`src/rtl/pdl_sched.sv`:
```
// Multi-channel pulse-delay scheduler: per-channel delay/width windows played
// out on a shared timebase after a synchronised trigger rising edge.
module pdl_sched #(
    parameter int unsigned N       = 32,
    parameter int unsigned OUT_NUM = 8,
    localparam int unsigned AW     = $clog2(OUT_NUM)
) (
    input  logic               clk,
    input  logic               reset,
    input  logic               cfg_wr,
    input  logic [1:0]         cfg_sel,
    input  logic [AW-1:0]      cfg_addr,
    input  logic [N-1:0]       cfg_data,
    output logic               cfg_ready,
    input  logic               arm,
    input  logic               disarm,
    input  logic               trigger,
    output logic [OUT_NUM-1:0] pulse_out,
    output logic               busy,
    output logic               done,
    output logic               overrun
);

    localparam int unsigned TW = N + 1;

    typedef enum logic [1:0] {
        IDLE  = 2'd0,
        ARMED = 2'd1,
        RUN   = 2'd2
    } state_t;

    state_t             state_q, state_d;
    logic [N-1:0]       delay_q [OUT_NUM];
    logic [N-1:0]       width_q [OUT_NUM];
    logic [OUT_NUM-1:0] enable_q;
    logic               auto_rearm_q;
    logic               s1_q, s2_q;
    logic               rise;
    logic [TW-1:0]      t_q, t_d;
    logic [TW-1:0]      last_end_q, last_end_d;
    logic [TW-1:0]      win_end [OUT_NUM];
    logic [TW-1:0]      max_end;
    logic [OUT_NUM-1:0] live;
    logic [OUT_NUM-1:0] pulse_win;
    logic [OUT_NUM-1:0] pulse_d;
    logic               done_d;
    logic               overrun_d;
    logic               wr_ok;

    // Trigger synchroniser; rise is the first cycle s1 sees the trigger high
    always_ff @(posedge clk) begin
        if (reset) begin
            s1_q <= 1'b0;
            s2_q <= 1'b0;
        end else begin
            s1_q <= trigger;
            s2_q <= s1_q;
        end
    end

    assign rise  = s1_q & ~s2_q;
    assign wr_ok = cfg_wr && (state_q == IDLE);

    // Configuration bank; out-of-range channel indices match no entry
    always_ff @(posedge clk) begin
        if (reset) begin
            for (int i = 0; i < OUT_NUM; i++) begin
                delay_q[i] <= '0;
                width_q[i] <= '0;
            end
            enable_q     <= '0;
            auto_rearm_q <= 1'b0;
        end else if (wr_ok) begin
            case (cfg_sel)
                2'd0: begin
                    for (int i = 0; i < OUT_NUM; i++) begin
                        if (cfg_addr == AW'(i)) delay_q[i] <= cfg_data;
                    end
                end
                2'd1: begin
                    for (int i = 0; i < OUT_NUM; i++) begin
                        if (cfg_addr == AW'(i)) width_q[i] <= cfg_data;
                    end
                end
                2'd2:    enable_q     <= cfg_data[OUT_NUM-1:0];
                default: auto_rearm_q <= cfg_data[0];
            endcase
        end
    end

    // Per-channel window end (no wrap at N+1 bits) and live window decode
    always_comb begin
        live      = '0;
        pulse_win = '0;
        for (int i = 0; i < OUT_NUM; i++) begin
            win_end[i]   = TW'(delay_q[i]) + TW'(width_q[i]);
            live[i]      = enable_q[i] && (width_q[i] != '0);
            pulse_win[i] = live[i] && (t_q >= TW'(delay_q[i])) && (t_q < win_end[i]);
        end
    end

    // Latest window end among live channels, latched as last_end on arm
    always_comb begin
        max_end = '0;
        for (int i = 0; i < OUT_NUM; i++) begin
            if (live[i] && (win_end[i] > max_end)) max_end = win_end[i];
        end
    end

    always_ff @(posedge clk) begin
        if (reset) begin
            state_q    <= IDLE;
            t_q        <= '0;
            last_end_q <= '0;
            pulse_out  <= '0;
            done       <= 1'b0;
            overrun    <= 1'b0;
        end else begin
            state_q    <= state_d;
            t_q        <= t_d;
            last_end_q <= last_end_d;
            pulse_out  <= pulse_d;
            done       <= done_d;
            overrun    <= overrun_d;
        end
    end

    // Next-state and next-output decode; disarm outranks everything else
    always_comb begin
        state_d    = state_q;
        t_d        = t_q;
        last_end_d = last_end_q;
        pulse_d    = '0;
        done_d     = 1'b0;
        overrun_d  = overrun;
        case (state_q)
            IDLE: begin
                if (arm) begin
                    state_d    = ARMED;
                    overrun_d  = 1'b0;
                    last_end_d = max_end;
                end
            end
            ARMED: begin
                if (disarm) begin
                    state_d = IDLE;
                end else if (rise) begin
                    state_d = RUN;
                    t_d     = '0;
                end
            end
            RUN: begin
                if (disarm) begin
                    state_d = IDLE;
                end else begin
                    if (rise) overrun_d = 1'b1;
                    if (t_q == last_end_q) begin
                        done_d  = 1'b1;
                        state_d = auto_rearm_q ? ARMED : IDLE;
                    end else begin
                        t_d     = t_q + TW'(1);
                        pulse_d = pulse_win;
                    end
                end
            end
            default: state_d = IDLE;
        endcase
    end

    assign cfg_ready = (state_q == IDLE);
    assign busy      = (state_q == ARMED) || (state_q == RUN);

endmodule

```
`config.mk`:
```
export PLATFORM = sky130hd
export DESIGN_NAME = pdl_sched
export DESIGN_NICKNAME = d
export VERILOG_FILES = /design/src/rtl/pdl_sched.sv
export SDC_FILE = /design/constraint.sdc
export NUM_CORES = 2
export LEC_CHECK = 0
export ABC_AREA = 1
export CAP_MARGIN = 20
export CORE_MARGIN = 2
export CORE_UTILIZATION = 60
export DETAILED_ROUTE_END_ITERATION = 6
export DONT_BUFFER_PORTS = 1
export PLACE_DENSITY = 0.79
export SYNTH_ARGS = -nofsm -noshare
export SYNTH_HDL_FRONTEND = slang
export SYNTH_SLANG_ARGS = --single-unit
export TNS_END_PERCENT = 100
```
`constraint.sdc`:
```
create_clock -name clk -period 16.95 [get_ports clk]
set_input_delay 1.695 -clock clk [delete_from_list [all_inputs] [get_ports clk]]
set_output_delay 1.695 -clock clk [all_outputs]
set_load 0.01 [all_outputs]
```
==> metrics.md <==
| Metric | Value |
|---|---|
| CP max stage cell | `or4_4` |
| Port Buffers | `0` |
| Final hold viol count | `0` |
| Synth warn | `0` |
| CTS tree | `built` |
| Worst setup EP type | `flip-flop` |
| Multi-input combinational cell area | `35,100 sq um` |
| Crit path DAT | `18.49 ns` |
| Minimum clock period | `around 18 ns` |
| CP Launch Type | `flip-flop` |
| Post-DR wirelength/cell | `approximately 26 microns` |
| H-tree depth | `3` |
| Setup Viol. Count Final | `33` |
| Dpl hpwl | `between 150 and 200 mm` |
| Max cap viols | `0` |
| Core outline area | `about 90,000 sq um` |
| Worst-margin pin slew | `around 1.3 ns` |
| Share of layout cells above drive strength 1 | `0.166` |
| Syn_nets | `approximately 7,700` |
| Gpl congestion | `roughly 1.1` |
| GRT overflow | `0` |
| Die area | `between 90,000 and 100,000 sq um` |
| WS Path Type | `reg -> reg` |
| DR pass1 iterations | `7` |
| HP Class | `reg -> reg` |
| Area contributors post-synth | `edfxtp_1, ha_1, nand2_1, inv_1, a21oi_1` |
| RSZ-0062 raised after global routing | `true` |
| Post-synth EDFFs | `slightly above 500` |
| Clock Sinks | `601` |
| PwrDens | `around 95 nW/um^2` |
| Hold Slack | `about 0.46 ns` |
| Cell row count | `110` |
| Chip width | `roughly 300 microns` |
| FF+latch count, synth | `roughly 600` |
| First-pass GRT wire length | `about 310 mm` |
| Post-Place Cell Area | `roughly 60,000 sq um` |
| CP top delay family | `simple AND/OR/NAND/NOR gates` |
| Initial antenna violation count | `8` |
| Num ports | `between 50 and 60` |
| Req. time, crit path | `between 15 and 20 ns` |
| Cell accounting for the most synthesized area | `edfxtp_1` |
| Vias in the first global route | `50,824` |
| Worst path max stage delay | `around 0.5 ns` |
| Bufs on Longest Clock Path | `3` |
| CP dominant cell by count | `buf_4` |
| Initial core utilization | `0.603` |
| Area Overhead vs Synth | `21.4%` |
| Setup WS pre-CTS | `-1.38 ns` |
| Maximum vdd drop | `93.8 uV` |
| Top_reg_cell synth | `edfxtp_1` |
| Largest net degree at the start of global routing | `42` |
| Root Driver | `clkbuf_16` |
| Worst slew margin | `0.102` |
| Post-route ant nets | `0` |
| CP Max Fanout | `8` |
| Cell leakage power | `between 30 and 40 nW` |
| Worst-path clk slew | `~0.06 ns` |
| Post-synthesis cell type count | `65` |
| Syn Inst Count | `around 6,700` |
| Via count | `around 55,000` |
| Cts bufs inserted | `a little over 70` |
| Crit path buffers/inverters | `26` |
| Period utilization | `1.06` |
| Status | `complete, but fails checks` |
| Final Skew | `0.0331 ns` |
| Final WL | `221 mm` |
| Via density | `around 6.4` |
| Filler instances | `between 6,000 and 7,000` |
| Final #Nets | `8,326` |
| Post-Layout Inst Area | `between 60,000 and 70,000 sq um` |
| Failing checks | `negative setup slack` |
| Clk Latency, worst-skew pair | `approximately 0.67 ns` |
| Number of DRC markers in iteration 0 | `around 7,100` |
| Synth top area share | `0.285` |
| Post-synth ARST share | `0` |
| Post-synthesis cell area | `around 54,000 sq um` |
| Slew Limit Fails | `0` |
| Die Y | `~300 microns` |
| Setup WS post-layout | `-0.971 ns` |
| DRC violations left | `0` |
| Hold_buf cts | `0` |
| FF+latch area | `between 15,000 and 20,000 sq um` |
| Max frequency | `~56 MHz` |
| Post-Syn Area per Cell | `slightly above 8 sq um` |
| GRT Overall Usage | `0.453` |
| Seq/Total Area, Yosys | `0.318` |
[cell families (layout without fill, tap and decap cells)]
logic type	count (synthesis)	after routing	share of synthesized area
fa+ha+maj	1009	1009	0.235
xor+xnor	234	234	0.0379
compound gates	1221	1221	0.129
buf+inv	1081	1716	0.0763
simple gates	2547	2551	0.204
other cells	0	10	0
flops	601	601	0.318
[state kept, by name, summed over array words and instances, names as in the netlist]
register      cells
auto_rearm_q      1
delay_q         256
done              1
enable_q          8
last_end_q       33
overrun           1
pulse_out         8
s1_q              1
s2_q              1
state_q           2
t_q              33
width_q         256
[area by class of cell]
class | count | share of cell area
Antenna cell | 10 | 0.000382
Clock buffer | 94 | 0.0306
Clock inverter | 38 | 0.00719
Inverter | 943 | 0.0542
Multi-Input combinational cell | 5015 | 0.536
Sequential cell | 601 | 0.262
Tap cell | 1176 | 0.0224
Timing Repair Buffer | 641 | 0.0879
[path summary, 6_finish.rpt]
check,startpoint,endpoint,slack (ns),depth (start not counted)
max,width_q[0][32]$_SDFFCE_PN0P_,last_end_q[12]$_SDFFE_PP0P_,-0.97,116
min,last_end_q[26]$_SDFFE_PP0P_,last_end_q[26]$_SDFFE_PP0P_,0.46,2
max reg2reg,width_q[0][32]$_SDFFCE_PN0P_,last_end_q[12]$_SDFFE_PP0P_,-0.97,116
min reg2reg,last_end_q[26]$_SDFFE_PP0P_,last_end_q[26]$_SDFFE_PP0P_,0.46,2
[synth_stat cells (16+ instances only)]
master / count
a21o_1: 40
o21ai_0: 323
and2_1: 39
xor2_1: 186
nand3_1: 273
inv_1: 923
nor4_1: 98
o221ai_1: 20
nand2_2: 40
xnor2_1: 48
inv_2: 17
a21oi_1: 578
o21bai_1: 26
o21ai_1: 16
o21a_1: 20
dfxtp_1: 89
ha_1: 1001
nor3_1: 87
clkbuf_1: 118
nand3_2: 21
nand2_1: 1132
a211oi_1: 73
nand4_1: 112
edfxtp_1: 512
nor2_1: 705
o211ai_1: 31
[per-layer routing]
| metal | routed length [microns] | part of all wire | up-vias | global-route usage |
|---|---|---|---|---|
| met5 | 227 | 0.0010 | - | 0 |
| met4 | 21100 | 0.096 | 10 | 0.355 |
| met3 | 31800 | 0.14 | 1013 | 0.125 |
| met2 | 89700 | 0.41 | 3866 | 0.664 |
| met1 | 77700 | 0.35 | 25426 | 0.564 |
| li1 | - | - | 24322 | - |
[layout by cell type (no fill, tap or decap), drive strengths merged, types with 98 or more instances in the layout]
cell type / Yosys / routed
inv: 940 / 947
nor4: 98 / 98
nand2: 1175 / 1179
edfxtp: 512 / 512
o21ai: 339 / 339
clkbuf: 118 / 109
nor2: 708 / 708
buf: 20 / 626
ha: 1001 / 1001
nand4: 112 / 112
nand3: 294 / 294
a21oi: 578 / 578
xor2: 186 / 186
[tightest hold or removal path: cells and delay by family, from the launching register on]
kind             cells  cell delay (ns)
DFF                  1             0.32
and+or+nand+nor      2             0.10
[stage by stage]
step,power [W],util,TNS [ns],instances
CTS,0.00575,0.702,-3.77,8435
global route,0.00646,0.732,-52.37,8508
detailed placement,0.00398,0.661,-44.61,8247
finish,0.00622,0.732,-29.57,8518
global placement,0.00392,0.657,-16.48,8236
floorplan,0.00302,-,0,6693
[timing repair]
item | in CTS | in global routing
setup buffers | 43 | 57
cloned | 13 | 18
pin swaps | 72 | 169
gates resized for setup | 207 | 406
setup endpoints to repair | 33 | 33
hold endpoints to repair | 0 | 0
[where the power goes]
group | switching, W | total, W | internal (W)
Clock | 0.000678 | 0.00166 | 0.000981
Sequential | 0.0000836 | 0.00177 | 0.00169
Combinational | 0.00162 | 0.00279 | 0.00117
Total | 0.00238 | 0.00622 | 0.00384
No activity file was read; power rests on OpenSTA's default activity.
